## config.mk

```make
export PLATFORM = sky130hd
export DESIGN_NAME = cell_comm_link_stats_flat
export DESIGN_NICKNAME = d
export VERILOG_FILES = /design/src/rtl/cell_comm_stats_pkg.sv /design/src/rtl/cell_comm_link_stats_if.sv /design/src/rtl/cell_comm_link_counters.sv /design/src/rtl/cell_comm_link_stats.sv /design/src/flat_wrapper.sv
export SDC_FILE = /design/constraint.sdc
export NUM_CORES = 1
export LEC_CHECK = 0
export BUFFER_PORTS_ARGS = -buffer_cell sky130_fd_sc_hd__buf_2
export CAP_MARGIN = 40
export CELL_PAD_IN_SITES_DETAIL_PLACEMENT = 0
export CELL_PAD_IN_SITES_GLOBAL_PLACEMENT = 2
export CORE_ASPECT_RATIO = 1.2
export CORE_UTILIZATION = 40
export CTS_BUF_LIST = sky130_fd_sc_hd__clkbuf_2
export CTS_CLUSTER_DIAMETER = 60
export CTS_CLUSTER_SIZE = 30
export DETAILED_ROUTE_END_ITERATION = 8
export MAX_ROUTING_LAYER = met4
export PLACE_DENSITY_LB_ADDON = 0.05
export REMOVE_ABC_BUFFERS = 1
export SYNTH_ARGS = -nofsm -noshare
export SYNTH_HDL_FRONTEND = slang
export SYNTH_SLANG_ARGS = --single-unit
export TNS_END_PERCENT = 10
```

## constraint.sdc

```tcl
create_clock -name auUserClk -period 17.1 [get_ports auUserClk]
set_clock_uncertainty 0.2 [all_clocks]
set_input_delay 0.855 -clock auUserClk [delete_from_list [all_inputs] [get_ports auUserClk]]
set_output_delay 0.855 -clock auUserClk [all_outputs]
set_load 0.02 [all_outputs]
```

## src/rtl/cell_comm_stats_pkg.sv

```systemverilog
// Shared constants and helpers for the cell-communication link statistics block.
package cell_comm_stats_pkg;

    localparam int unsigned SAT_W = 64;
    localparam int unsigned CTL_W = 3;

    localparam int unsigned CTL_SNAP    = 0;
    localparam int unsigned CTL_CLR_CNT = 1;
    localparam int unsigned CTL_CLR_ALM = 2;

    localparam logic [1:0] CNT_FRAMES = 2'd0;
    localparam logic [1:0] CNT_CRC    = 2'd1;
    localparam logic [1:0] CNT_DOWN   = 2'd2;
    localparam logic [1:0] CNT_WIN    = 2'd3;

    // Increment by one when enabled, holding at max_v instead of wrapping.
    function automatic logic [SAT_W-1:0] sat_inc(input logic [SAT_W-1:0] v,
                                                 input logic [SAT_W-1:0] max_v,
                                                 input logic             en);
        if (en && (v != max_v)) return v + SAT_W'(1);
        return v;
    endfunction

endpackage

```

## src/rtl/cell_comm_link_stats_if.sv

```systemverilog
// Aurora RX event, command and readback signals of the link statistics block.
interface cell_comm_link_stats_if #(
    parameter int unsigned NLINKS    = 2,
    parameter int unsigned CNT_WIDTH = 32,
    parameter int unsigned WIN_WIDTH = 16
);
    logic [NLINKS-1:0]                       channelUp;
    logic [NLINKS-1:0]                       rxTvalid;
    logic [NLINKS-1:0]                       rxTlast;
    logic [NLINKS-1:0]                       rxCRCvalid;
    logic [NLINKS-1:0]                       rxCRCpass;
    logic                                    ctlStrobe;
    logic [cell_comm_stats_pkg::CTL_W-1:0]   ctlData;
    logic [WIN_WIDTH-1:0]                    alarmThreshold;
    logic [3:0]                              rdLink;
    logic [1:0]                              rdCounter;
    logic [CNT_WIDTH-1:0]                    rdData;
    logic [NLINKS-1:0]                       faultAlarm;

    modport master (
        output channelUp, rxTvalid, rxTlast, rxCRCvalid, rxCRCpass,
        output ctlStrobe, ctlData, alarmThreshold, rdLink, rdCounter,
        input  rdData, faultAlarm
    );

    modport slave (
        input  channelUp, rxTvalid, rxTlast, rxCRCvalid, rxCRCpass,
        input  ctlStrobe, ctlData, alarmThreshold, rdLink, rdCounter,
        output rdData, faultAlarm
    );
endinterface

```

## src/rtl/cell_comm_link_counters.sv

```systemverilog
// One link: event decode, saturating live counters, window fault count and snapshot registers.
module cell_comm_link_counters
    import cell_comm_stats_pkg::*;
#(
    parameter int unsigned CNT_WIDTH = 32,
    parameter int unsigned WIN_WIDTH = 16
) (
    input  logic                 clk,
    input  logic                 rst,
    input  logic                 channel_up,
    input  logic                 rx_tvalid,
    input  logic                 rx_tlast,
    input  logic                 crc_valid,
    input  logic                 crc_pass,
    input  logic                 snap,
    input  logic                 clr,
    input  logic                 win_end,
    output logic [WIN_WIDTH-1:0] win_total_c,
    output logic [CNT_WIDTH-1:0] snap_frames,
    output logic [CNT_WIDTH-1:0] snap_crc,
    output logic [CNT_WIDTH-1:0] snap_down,
    output logic [WIN_WIDTH-1:0] snap_win
);

    localparam logic [CNT_WIDTH-1:0] CNT_MAX = '1;
    localparam logic [WIN_WIDTH-1:0] WIN_MAX = '1;

    logic                 up_prev;
    logic                 frame_c, fault_c, down_c;
    logic [CNT_WIDTH-1:0] frames, crcs, downs;
    logic [WIN_WIDTH-1:0] win_cnt, last_win;

    assign frame_c = rx_tvalid & rx_tlast;
    assign fault_c = crc_valid & ~crc_pass;
    assign down_c  = up_prev & ~channel_up;

    // Window count including this cycle's fault; becomes lastWindowFaults at window end.
    assign win_total_c = WIN_WIDTH'(sat_inc(SAT_W'(win_cnt), SAT_W'(WIN_MAX), fault_c));

    always_ff @(posedge clk or posedge rst) begin
        if (rst) begin
            up_prev     <= 1'b0;
            frames      <= '0;
            crcs        <= '0;
            downs       <= '0;
            win_cnt     <= '0;
            last_win    <= '0;
            snap_frames <= '0;
            snap_crc    <= '0;
            snap_down   <= '0;
            snap_win    <= '0;
        end else begin
            up_prev <= channel_up;
            // Clear discards the events of its own cycle.
            if (clr) begin
                frames <= '0;
                crcs   <= '0;
                downs  <= '0;
            end else begin
                frames <= CNT_WIDTH'(sat_inc(SAT_W'(frames), SAT_W'(CNT_MAX), frame_c));
                crcs   <= CNT_WIDTH'(sat_inc(SAT_W'(crcs),   SAT_W'(CNT_MAX), fault_c));
                downs  <= CNT_WIDTH'(sat_inc(SAT_W'(downs),  SAT_W'(CNT_MAX), down_c));
            end
            if (win_end) begin
                last_win <= win_total_c;
                win_cnt  <= '0;
            end else begin
                win_cnt  <= win_total_c;
            end
            // Snapshot takes pre-update values, so the strobe-cycle event is excluded.
            if (snap) begin
                snap_frames <= frames;
                snap_crc    <= crcs;
                snap_down   <= downs;
                snap_win    <= last_win;
            end
        end
    end

endmodule

```

## src/rtl/cell_comm_link_stats.sv

```systemverilog
// Per-link Aurora RX statistics: shared window timer, CRC-rate alarms and snapshot readback.
module cell_comm_link_stats
    import cell_comm_stats_pkg::*;
#(
    parameter int unsigned NLINKS        = 2,
    parameter int unsigned CNT_WIDTH     = 32,
    parameter int unsigned WIN_WIDTH     = 16,
    parameter int unsigned WINDOW_CYCLES = 125000000
) (
    input  logic                   auUserClk,
    input  logic                   auUserReset,
    cell_comm_link_stats_if.slave  bus
);

    localparam int unsigned         TIMER_W    = $clog2(WINDOW_CYCLES);
    localparam logic [TIMER_W-1:0]  TIMER_LAST = TIMER_W'(WINDOW_CYCLES - 1);

    logic [TIMER_W-1:0]   timer;
    logic                 win_end_c, snap_c, clr_cnt_c, clr_alm_c;
    logic [WIN_WIDTH-1:0] win_total_c [NLINKS];
    logic [CNT_WIDTH-1:0] snap_frames [NLINKS];
    logic [CNT_WIDTH-1:0] snap_crc    [NLINKS];
    logic [CNT_WIDTH-1:0] snap_down   [NLINKS];
    logic [WIN_WIDTH-1:0] snap_win    [NLINKS];
    logic [NLINKS-1:0]    alarm, alarm_nxt_c;
    logic [CNT_WIDTH-1:0] rd_data, rd_sel_c;

    assign win_end_c = (timer == TIMER_LAST);
    assign snap_c    = bus.ctlStrobe & bus.ctlData[CTL_SNAP];
    assign clr_cnt_c = bus.ctlStrobe & bus.ctlData[CTL_CLR_CNT];
    assign clr_alm_c = bus.ctlStrobe & bus.ctlData[CTL_CLR_ALM];

    for (genvar i = 0; i < NLINKS; i++) begin : g_link
        cell_comm_link_counters #(
            .CNT_WIDTH (CNT_WIDTH),
            .WIN_WIDTH (WIN_WIDTH)
        ) u_counters (
            .clk         (auUserClk),
            .rst         (auUserReset),
            .channel_up  (bus.channelUp[i]),
            .rx_tvalid   (bus.rxTvalid[i]),
            .rx_tlast    (bus.rxTlast[i]),
            .crc_valid   (bus.rxCRCvalid[i]),
            .crc_pass    (bus.rxCRCpass[i]),
            .snap        (snap_c),
            .clr         (clr_cnt_c),
            .win_end     (win_end_c),
            .win_total_c (win_total_c[i]),
            .snap_frames (snap_frames[i]),
            .snap_crc    (snap_crc[i]),
            .snap_down   (snap_down[i]),
            .snap_win    (snap_win[i])
        );
    end

    // Alarm set at window end takes priority over a same-cycle clear.
    always_comb begin
        alarm_nxt_c = clr_alm_c ? '0 : alarm;
        for (int i = 0; i < NLINKS; i++) begin
            if (win_end_c && (win_total_c[i] > bus.alarmThreshold)) alarm_nxt_c[i] = 1'b1;
        end
    end

    // Snapshot readback select; links beyond NLINKS read as zero.
    always_comb begin
        rd_sel_c = '0;
        for (int i = 0; i < NLINKS; i++) begin
            if (bus.rdLink == 4'(i)) begin
                case (bus.rdCounter)
                    CNT_FRAMES: rd_sel_c = snap_frames[i];
                    CNT_CRC:    rd_sel_c = snap_crc[i];
                    CNT_DOWN:   rd_sel_c = snap_down[i];
                    CNT_WIN:    rd_sel_c = CNT_WIDTH'(snap_win[i]);
                    default:    rd_sel_c = '0;
                endcase
            end
        end
    end

    always_ff @(posedge auUserClk or posedge auUserReset) begin
        if (auUserReset) begin
            timer   <= '0;
            alarm   <= '0;
            rd_data <= '0;
        end else begin
            timer   <= win_end_c ? '0 : timer + TIMER_W'(1);
            alarm   <= alarm_nxt_c;
            rd_data <= rd_sel_c;
        end
    end

    assign bus.rdData     = rd_data;
    assign bus.faultAlarm = alarm;

endmodule
```

## src/flat_wrapper.sv

```systemverilog
// flat-port wrapper written by rule: the top's interface ports become plain ports
module cell_comm_link_stats_flat import cell_comm_stats_pkg::*;
#(
    parameter int unsigned NLINKS        = 2,
    parameter int unsigned CNT_WIDTH     = 32,
    parameter int unsigned WIN_WIDTH     = 16,
    parameter int unsigned WINDOW_CYCLES = 125000000
)
  (auUserClk, auUserReset, bus_channelUp, bus_rxTvalid, bus_rxTlast, bus_rxCRCvalid, bus_rxCRCpass, bus_ctlStrobe, bus_ctlData, bus_alarmThreshold, bus_rdLink, bus_rdCounter, bus_rdData, bus_faultAlarm);
  cell_comm_link_stats_if #(.NLINKS(NLINKS), .CNT_WIDTH(CNT_WIDTH), .WIN_WIDTH(WIN_WIDTH)) bus_i ();
  input  logic auUserClk;
  input  logic auUserReset;
  input wire logic [$bits(bus_i.channelUp)-1:0] bus_channelUp;
  input wire logic [$bits(bus_i.rxTvalid)-1:0] bus_rxTvalid;
  input wire logic [$bits(bus_i.rxTlast)-1:0] bus_rxTlast;
  input wire logic [$bits(bus_i.rxCRCvalid)-1:0] bus_rxCRCvalid;
  input wire logic [$bits(bus_i.rxCRCpass)-1:0] bus_rxCRCpass;
  input wire logic [$bits(bus_i.ctlStrobe)-1:0] bus_ctlStrobe;
  input wire logic [$bits(bus_i.ctlData)-1:0] bus_ctlData;
  input wire logic [$bits(bus_i.alarmThreshold)-1:0] bus_alarmThreshold;
  input wire logic [$bits(bus_i.rdLink)-1:0] bus_rdLink;
  input wire logic [$bits(bus_i.rdCounter)-1:0] bus_rdCounter;
  output wire logic [$bits(bus_i.rdData)-1:0] bus_rdData;
  output wire logic [$bits(bus_i.faultAlarm)-1:0] bus_faultAlarm;
  assign bus_i.channelUp = bus_channelUp;
  assign bus_i.rxTvalid = bus_rxTvalid;
  assign bus_i.rxTlast = bus_rxTlast;
  assign bus_i.rxCRCvalid = bus_rxCRCvalid;
  assign bus_i.rxCRCpass = bus_rxCRCpass;
  assign bus_i.ctlStrobe = bus_ctlStrobe;
  assign bus_i.ctlData = bus_ctlData;
  assign bus_i.alarmThreshold = bus_alarmThreshold;
  assign bus_i.rdLink = bus_rdLink;
  assign bus_i.rdCounter = bus_rdCounter;
  assign bus_rdData = bus_i.rdData;
  assign bus_faultAlarm = bus_i.faultAlarm;
  cell_comm_link_stats #(.NLINKS(NLINKS), .CNT_WIDTH(CNT_WIDTH), .WIN_WIDTH(WIN_WIDTH), .WINDOW_CYCLES(WINDOW_CYCLES)) u_core (.auUserClk(auUserClk), .auUserReset(auUserReset), .bus(bus_i));
endmodule
```

# [Word level (Yosys, flattened, before mapping)]
# Cells that the tools add are included.
[totals] reg_bits=543 inputBits=38 output_inout_bits=34 wordCells=127
[classes] order_cmp=2 eq_ne=13 addsub=9 mux=46 bitwise_logic=13 n_reduce_logical=20
[op_table] operator="$mux W32" n=20
[op_table] operator="$pmux W32 S4" n=2
[op_table] operator="$add A32 B1 Y32 const B" n=6
[op_table] operator="$ne A32 B32 Y1 const B" n=6
[op_table] operator="$mux W16" n=6
[op_table] operator="$add A16 B1 Y16 const B" n=2
[op_table] operator="$gt A16 B16 Y1" n=2
[op_table] operator="$ne A16 B16 Y1 const B" n=2
[op_table] operator="$add A27 B1 Y27 const B" n=1
[op_table] operator="$eq A27 B27 Y1 const B" n=1
[op_table] operator="$mux W27" n=1
[op_table] operator="$mux W1" n=16
[op_table] operator="$reduce_bool A2 Y1" n=8
[op_table] operator="$logic_and A1 B1 Y1" n=10
[op_table] operator="$and A1 B1 Y1" n=9
[op_table] operator="$eq A2 B2 Y1 const B" n=2
[op_table] operator="$eq A4 B1 Y1 const B" n=1
[op_table] operator="$logic_not A4 Y1" n=1
[op_table] operator="$not A1 Y1" n=4
[op_table] operator="$eq A2 B1 Y1 const B" n=1
[op_table] operator="$logic_not A2 Y1" n=1
[op_table] operator="$mux W2" n=1

# [Depth between registers and ports, before layout]
[logic_depth] depth_word=8 depth_mapped=13 ltp_nobuf=12

# [Modules after synthesis]
# From an unflattened synthesis, not the netlist that was laid out.
[hier_totals] hier_cells=2413 area_unflattened_um2=26685.6
[by_module_without_submodules] module="cell_comm_link_counters" cells_each=970 n_inst=2 seq_area_each_um2=6030.8 area_each_um2=10959.3
[by_module_without_submodules] module="cell_comm_link_stats" cells_each=473 n_inst=1 seq_area_each_um2=1526.5 area_each_um2=4767.1

# [Least setup slack after synthesis]
# Ideal clock, no wire load.
[synth_path] path_kind="input port to flip-flop" from="in bus_rxCRCvalid[0]" to="reg u_core.alarm[0] (netlist: u_core.bus.faultAlarm[0])" required_time_ps=16805 path_slack_ps=13762 n_path_buf=0 arrival_time_ps=3042 stages=11 path_cell_list="nor2b_1 nand4_1 nor3_1 mux2i_1 inv_1 ha_1 nand4_1 or3_1 a211oi_1 nor4_1 o31ai_1"
[synth_between] elab_chain_cells=7 elab_cells_between_ends=8 classes_between="1 x order compare; 3 x mux; 1 x bitwise; 3 x reduce/logical"
[synth_lines] item="from (decl)" line="flat_wrapper.sv:16" rtl="input wire logic [$bits(bus_i.rxCRCvalid)-1:0] bus_rxCRCvalid;"
[synth_lines] item="$and A1 B1 Y1 *" line="cell_comm_link_counters.sv:34" rtl="assign fault_c = crc_valid & ~crc_pass;"
[synth_lines] item="$logic_and A1 B1 Y1 *" line="cell_comm_stats_pkg.sv:20" rtl="if (en && (v != max_v)) return v + SAT_W'(1);"
[synth_lines] item="$mux W1 *" line="cell_comm_stats_pkg.sv:20"
[synth_lines] item="$mux W16 *" line="cell_comm_stats_pkg.sv:21" rtl="return v;"
[synth_lines] item="net u_core.g_link[0].u_counters.win_total_c[15]" line="cell_comm_link_counters.sv:18" rtl="output logic [WIN_WIDTH-1:0] win_total_c,"
[synth_lines] item="$gt A16 B16 Y1 *" line="cell_comm_link_stats.sv:60" rtl="if (win_end_c && (win_total_c[i] > bus.alarmThreshold)) alarm_nxt_c[i] = 1'b1;"
[synth_lines] item="$logic_and A1 B1 Y1 *" line="cell_comm_link_stats.sv:60"
[synth_lines] item="$mux W1 or $reduce_bool A2 Y1 (tied branches)"
[synth_lines] item="to (signal assigned)" line="cell_comm_link_stats.sv:87" rtl="alarm <= alarm_nxt_c;"
[synth_lines] item="to (decl)" line="cell_comm_link_stats.sv:25" rtl="logic [NLINKS-1:0] alarm, alarm_nxt_c;"
# Mark *: on every way through the listed nets, which the timed path passes. The rest lies on a longest branch.
# A chain may end at the register's enable or synchronous reset.

# [Final worst setup path]
[layout_path] from="reg u_core.g_link[0].u_counters.win_cnt[0]" to="reg u_core.alarm[0] (netlist: u_core.bus.faultAlarm[0])"
[layout_between] elab_chain_cells=7 elab_cells_between_ends=10 classes_between="1 x add/sub; 1 x order compare; 1 x eq/ne; 4 x mux; 3 x reduce/logical"
[layout_lines] item="from (decl)" line="cell_comm_link_counters.sv:31" rtl="logic [WIN_WIDTH-1:0] win_cnt, last_win;"
[layout_lines] item="from (signal assigned)" line="cell_comm_link_counters.sv:68" rtl="win_cnt <= win_total_c;"
[layout_lines] item="parallel branches: the longest is 3 deep, another holds $add A16 B1 Y16"
[layout_lines] item="$mux W16 *" line="cell_comm_stats_pkg.sv:21"
[layout_lines] item="net u_core.g_link[0].u_counters.win_total_c[14]" line="cell_comm_link_counters.sv:18"
[layout_lines] item="$gt A16 B16 Y1 *" line="cell_comm_link_stats.sv:60"
[layout_lines] item="$logic_and A1 B1 Y1 *" line="cell_comm_link_stats.sv:60"
[layout_lines] item="$mux W1 or $reduce_bool A2 Y1 (tied branches)"
# Mark *: on every way through the listed nets, which the timed path passes. The select of a mux whose other input is x is not followed.

==> summary.md <==
| Metric | Value |
|---|---|
| Worst Max-Slew Pin Slew | `0.920 ns` |
| Final Hold Viols | `0` |
| Endpoints failing setup | `0` |
| CTS Buffer Depth | `3` |
| P&R area growth vs syn | `9.30%` |
| Largest stage delay, worst path | `0.57 ns` |
| Synth Area in Simple Gates | `16.7%` |
| IO Pins | `72` |
| Crit path DAT | `4.85 ns` |
| Kind of critical path | `flip-flop to flip-flop` |
| Required @ worst endpoint | `17.97 ns` |
| Setup TNS | `0 ns` |
| Die Wd | `237 um` |
| Hold Crit Depth | `2` |
| Max rail drop VDD | `0.0465 mV` |
| Reg2reg end | `u_core.bus.faultAlarm[0]$_DFFE_PP0P_` |
| Hold endpoint | `u_core.g_link[0].u_counters.up_prev$_DFF_PP0_` |
| Hold Slack | `0.185 ns` |
| CORE AREA | `64800 sq um` |
| Worst reg-to-reg path cell count | `13` |
| Die area | `67000 sq um` |
| Min-delay worst type | `input pin to flip-flop` |
| Crit path launch type | `flip-flop` |
| Final min period | `3.98 ns` |
| Mapped Avg Cell Area | `10.8 sq um` |
| Pin count of the biggest net entering global routing | `119` |
| Kind of cell adding the most delay to the critical path | `simple AND/OR/NAND/NOR gates` |
| Relative slew slack | `38.1%` |
| Port Buf Inserts | `71` |
| Routed vias/inst | `5.75` |
| Setup slack after layout | `13.12 ns` |
| Period Utilization, post-route | `23.3%` |
| Total power | `2.30 mW` |
| Number of DRC violations after detailed-routing iteration 0 | `1124` |
| Overall Global Routing Usage | `22.6%` |
| Crit path buffers/inverters | `2` |
| Critical R2R Launch | `u_core.g_link[0].u_counters.win_cnt[0]$_DFF_PP0_` |
| DP Worst Slack | `12.99 ns` |
| Post-synthesis async set-or-reset flop share | `100%` |
| Hpwl dp | `51500 um` |
| Inserted Clock Buffers | `44` |
| Largest family of logic cells by synthesized area | `simple AND/OR/NAND/NOR gates` |
| CTS Root Cell | `clkbuf_2` |
| TritonRoute pass-1 iters | `5` |
| Vias in the first global route | `19200` |
| Post-synthesis xor/xnor area fraction | `2.82%` |
| Mux contribution to synthesized area | `13.4%` |
| CP max FO | `5` |
| DR WL/cell | `21.7 um` |
| Fmax achieved | `251 MHz` |
| Slew Limit Fails | `0` |
| Synth Cell Area | `26400 sq um` |
| Cell Chain, Critical Path | `ha_1, and4b_1, nand4_1, nor2_1, mux2i_1, inv_1, ha_1, nand4_1, or3_1, a211oi_1, nor4_1, o31ai_1, dlygate4sd3_1` |
| Initial core utilization | `40.7%` |
| Final nets | `2582` |
| Later-pin clock latency in the skew report | `1.20 ns` |
| Worst hold start | `bus_channelUp[0]` |
| Post-Syn Instances | `2441` |
| CTS tree | `built` |
| Most used DFF post-synth | `dfrtp_1` |
| Power Density | `79.7 nW/um^2` |
| Routed Wire Length | `73100 um` |
| EDFF count, synth | `0` |
| #FFs+latches synth | `543` |
| Routed Antenna Nets | `0` |
| H-tree levels | `2` |
| Share of layout cells above drive strength 1 | `18.7%` |
| Clock sinks | `543` |
| Grt ovf | `0` |
| Initial antenna violation count | `1` |
| Synth unique cells | `61` |
| First-pass GRT wire length | `115000 um` |
| Worst reg2reg setup slack | `13.12 ns` |
| P_leak | `12.8 nW` |
| Vias after detailed routing | `19400` |
| FP Rows | `102` |
| CP endpoint kind | `flip-flop` |
| DIE HEIGHT | `283 um` |
| Adder-Cell Fraction of Synth Area | `1.94%` |
| Status | `finished, final reports clean` |
| Max-Cap Viols | `0` |
| Compound-Gate Fraction of Synth Area | `10.7%` |
| Gp weighted congestion | `0.847` |
| Synth warn | `0` |
| DRC | `0` |
| Clock slew at reported path FFs | `0.37 ns` |
| Sequential share of the synthesized area | `51.5%` |
| RSZ-0062 raised after global routing | `no` |
| Crit-path slowest cell | `dlygate4sd3_1` |
-- per-stage QoR --
stage / instances / utilization (%) / instance area, sq um
detailed placement: 3260 / 42.9 / 27800
CTS: 3371 / 44.5 / 28800
floorplan: 2309 / - / 25900
global route: 3372 / 44.5 / 28900
finish: 3372 / 44.5 / 28900
global placement: 3245 / 42.5 / 27600
-- cells by family after synthesis --
| logic type | after synthesis |
|---|---|
| AND/OR/NAND/NOR | 822 |
| XOR/XNOR | 85 |
| AO/OA/AOI/OAI | 460 |
| flip-flops | 543 |
| adder cells (fa/ha/maj) | 41 |
| buffers and inverters | 201 |
| multiplexers | 289 |
-- report_power, final --
part           switching, mW  leakage (nW)  internal, mW  total [mW]
registers             0.0331          7.19          1.32        1.35
clock network          0.521         0.433         0.201       0.722
logic                  0.142          5.17        0.0834       0.225
total                  0.695          12.8          1.60        2.30
-- flip-flops by register name, indices dropped and copies added (netlist names) --
| signal | flops |
|---|---|
| u_core.g_link.u_counters.crcs | 64 |
| u_core.g_link.u_counters.win_cnt | 32 |
| u_core.g_link.u_counters.snap_down | 64 |
| u_core.g_link.u_counters.snap_win | 32 |
| u_core.g_link.u_counters.up_prev | 2 |
| u_core.g_link.u_counters.last_win | 32 |
| u_core.bus.rdData | 32 |
| u_core.g_link.u_counters.frames | 64 |
| u_core.timer | 27 |
| u_core.bus.faultAlarm | 2 |
| u_core.g_link.u_counters.snap_crc | 64 |
| u_core.g_link.u_counters.snap_frames | 64 |
| u_core.g_link.u_counters.downs | 64 |
-- layout by cell type, fill, tap and decap left out, types with 38 or more instances in the layout --
cell type / count
o31ai_1: 47
o21ai_0: 113
a21oi_1: 163
dfrtp_1: 543
or4_1: 57
mux2_2: 205
nand2_1: 183
and4_1: 40
buf_4: 38
inv_1: 68
nor2_1: 149
mux2i_1: 52
ha_1: 41
buf_2: 72
or3_1: 58
clkbuf_2: 48
nand3_1: 84
xnor2_1: 50
nand4_1: 91
-- worst max path at each step --
| stage | start | to | slack (ns) | depth (start not counted) |
|---|---|---|---|---|
| 5_1_grt | u_core.g_link[0].u_counters.win_cnt[0]$_DFF_PP0_ | u_core.bus.faultAlarm[0]$_DFFE_PP0P_ | 12.80 | 13 |
| 4_1_cts | u_core.g_link[0].u_counters.win_cnt[0]$_DFF_PP0_ | u_core.bus.faultAlarm[0]$_DFFE_PP0P_ | 13.10 | 13 |
| 2_1_floorplan | auUserReset | u_core.bus.faultAlarm[0]$_DFFE_PP0P_ | 0.87 | 1 |
| 6_report | u_core.g_link[0].u_counters.win_cnt[0]$_DFF_PP0_ | u_core.bus.faultAlarm[0]$_DFFE_PP0P_ | 13.12 | 13 |
| 3_5_place_dp | bus_rxCRCvalid[1] | u_core.bus.faultAlarm[1]$_DFFE_PP0P_ | 12.99 | 12 |
| 3_3_place_gp | bus_rxCRCvalid[1] | u_core.bus.faultAlarm[1]$_DFFE_PP0P_ | 13.08 | 12 |
-- timing repair --
| item | in CTS | in global routing |
|---|---|---|
| resized for setup | 0 | 0 |
| hold buffers | 29 | 0 |
| setup buffers | 0 | 0 |
| endpoints found under the hold margin | 213 | 0 |
-- Yosys cell counts, drive strengths merged (9+ instances only) --
cell type,count,area share [%]
a211oi,14,0.40
a21oi,163,3.1
a22o,16,0.53
a31oi,14,0.33
and2,14,0.34
and3,23,0.55
and4,41,1.4
buf,16,0.30
clkbuf,116,1.7
dfrtp,543,51
ha,41,1.9
inv,69,0.98
mux2,205,8.7
mux2i,52,2.0
mux4,32,2.7
nand2,185,2.6
nand2b,18,0.43
nand3,84,1.6
nand4,93,2.3
nor2,149,2.1
nor2b,11,0.26
nor3,32,0.61
nor4,31,0.76
o211ai,17,0.48
o21a,9,0.26
o21ai,113,2.1
o22ai,18,0.43
o311ai,10,0.33
o31ai,48,1.4
or2,11,0.26
or3,60,1.4
or4,57,1.6
xnor2,50,1.7
xor2,35,1.2
-- metal layers --
metal | part of all wire [%] | GRT usage [%]
met1 | 46 | 30.2
met2 | 48 | 36.0
met3 | 4.0 | 3.35
met4 | 2.3 | 5.94
met5 | 0 | -
-- area by class of cell --
cell class	count	area [sq um]
fillers	6221	36000
flip-flops and latches	543	13600
multi-input cells	1697	12100
repair buffers	148	1170
well taps	832	1040
clock inverters	34	485
inverters	69	267
clock buffers	48	240
diodes	1	2.50
No activity file was read; power rests on OpenSTA's default activity.
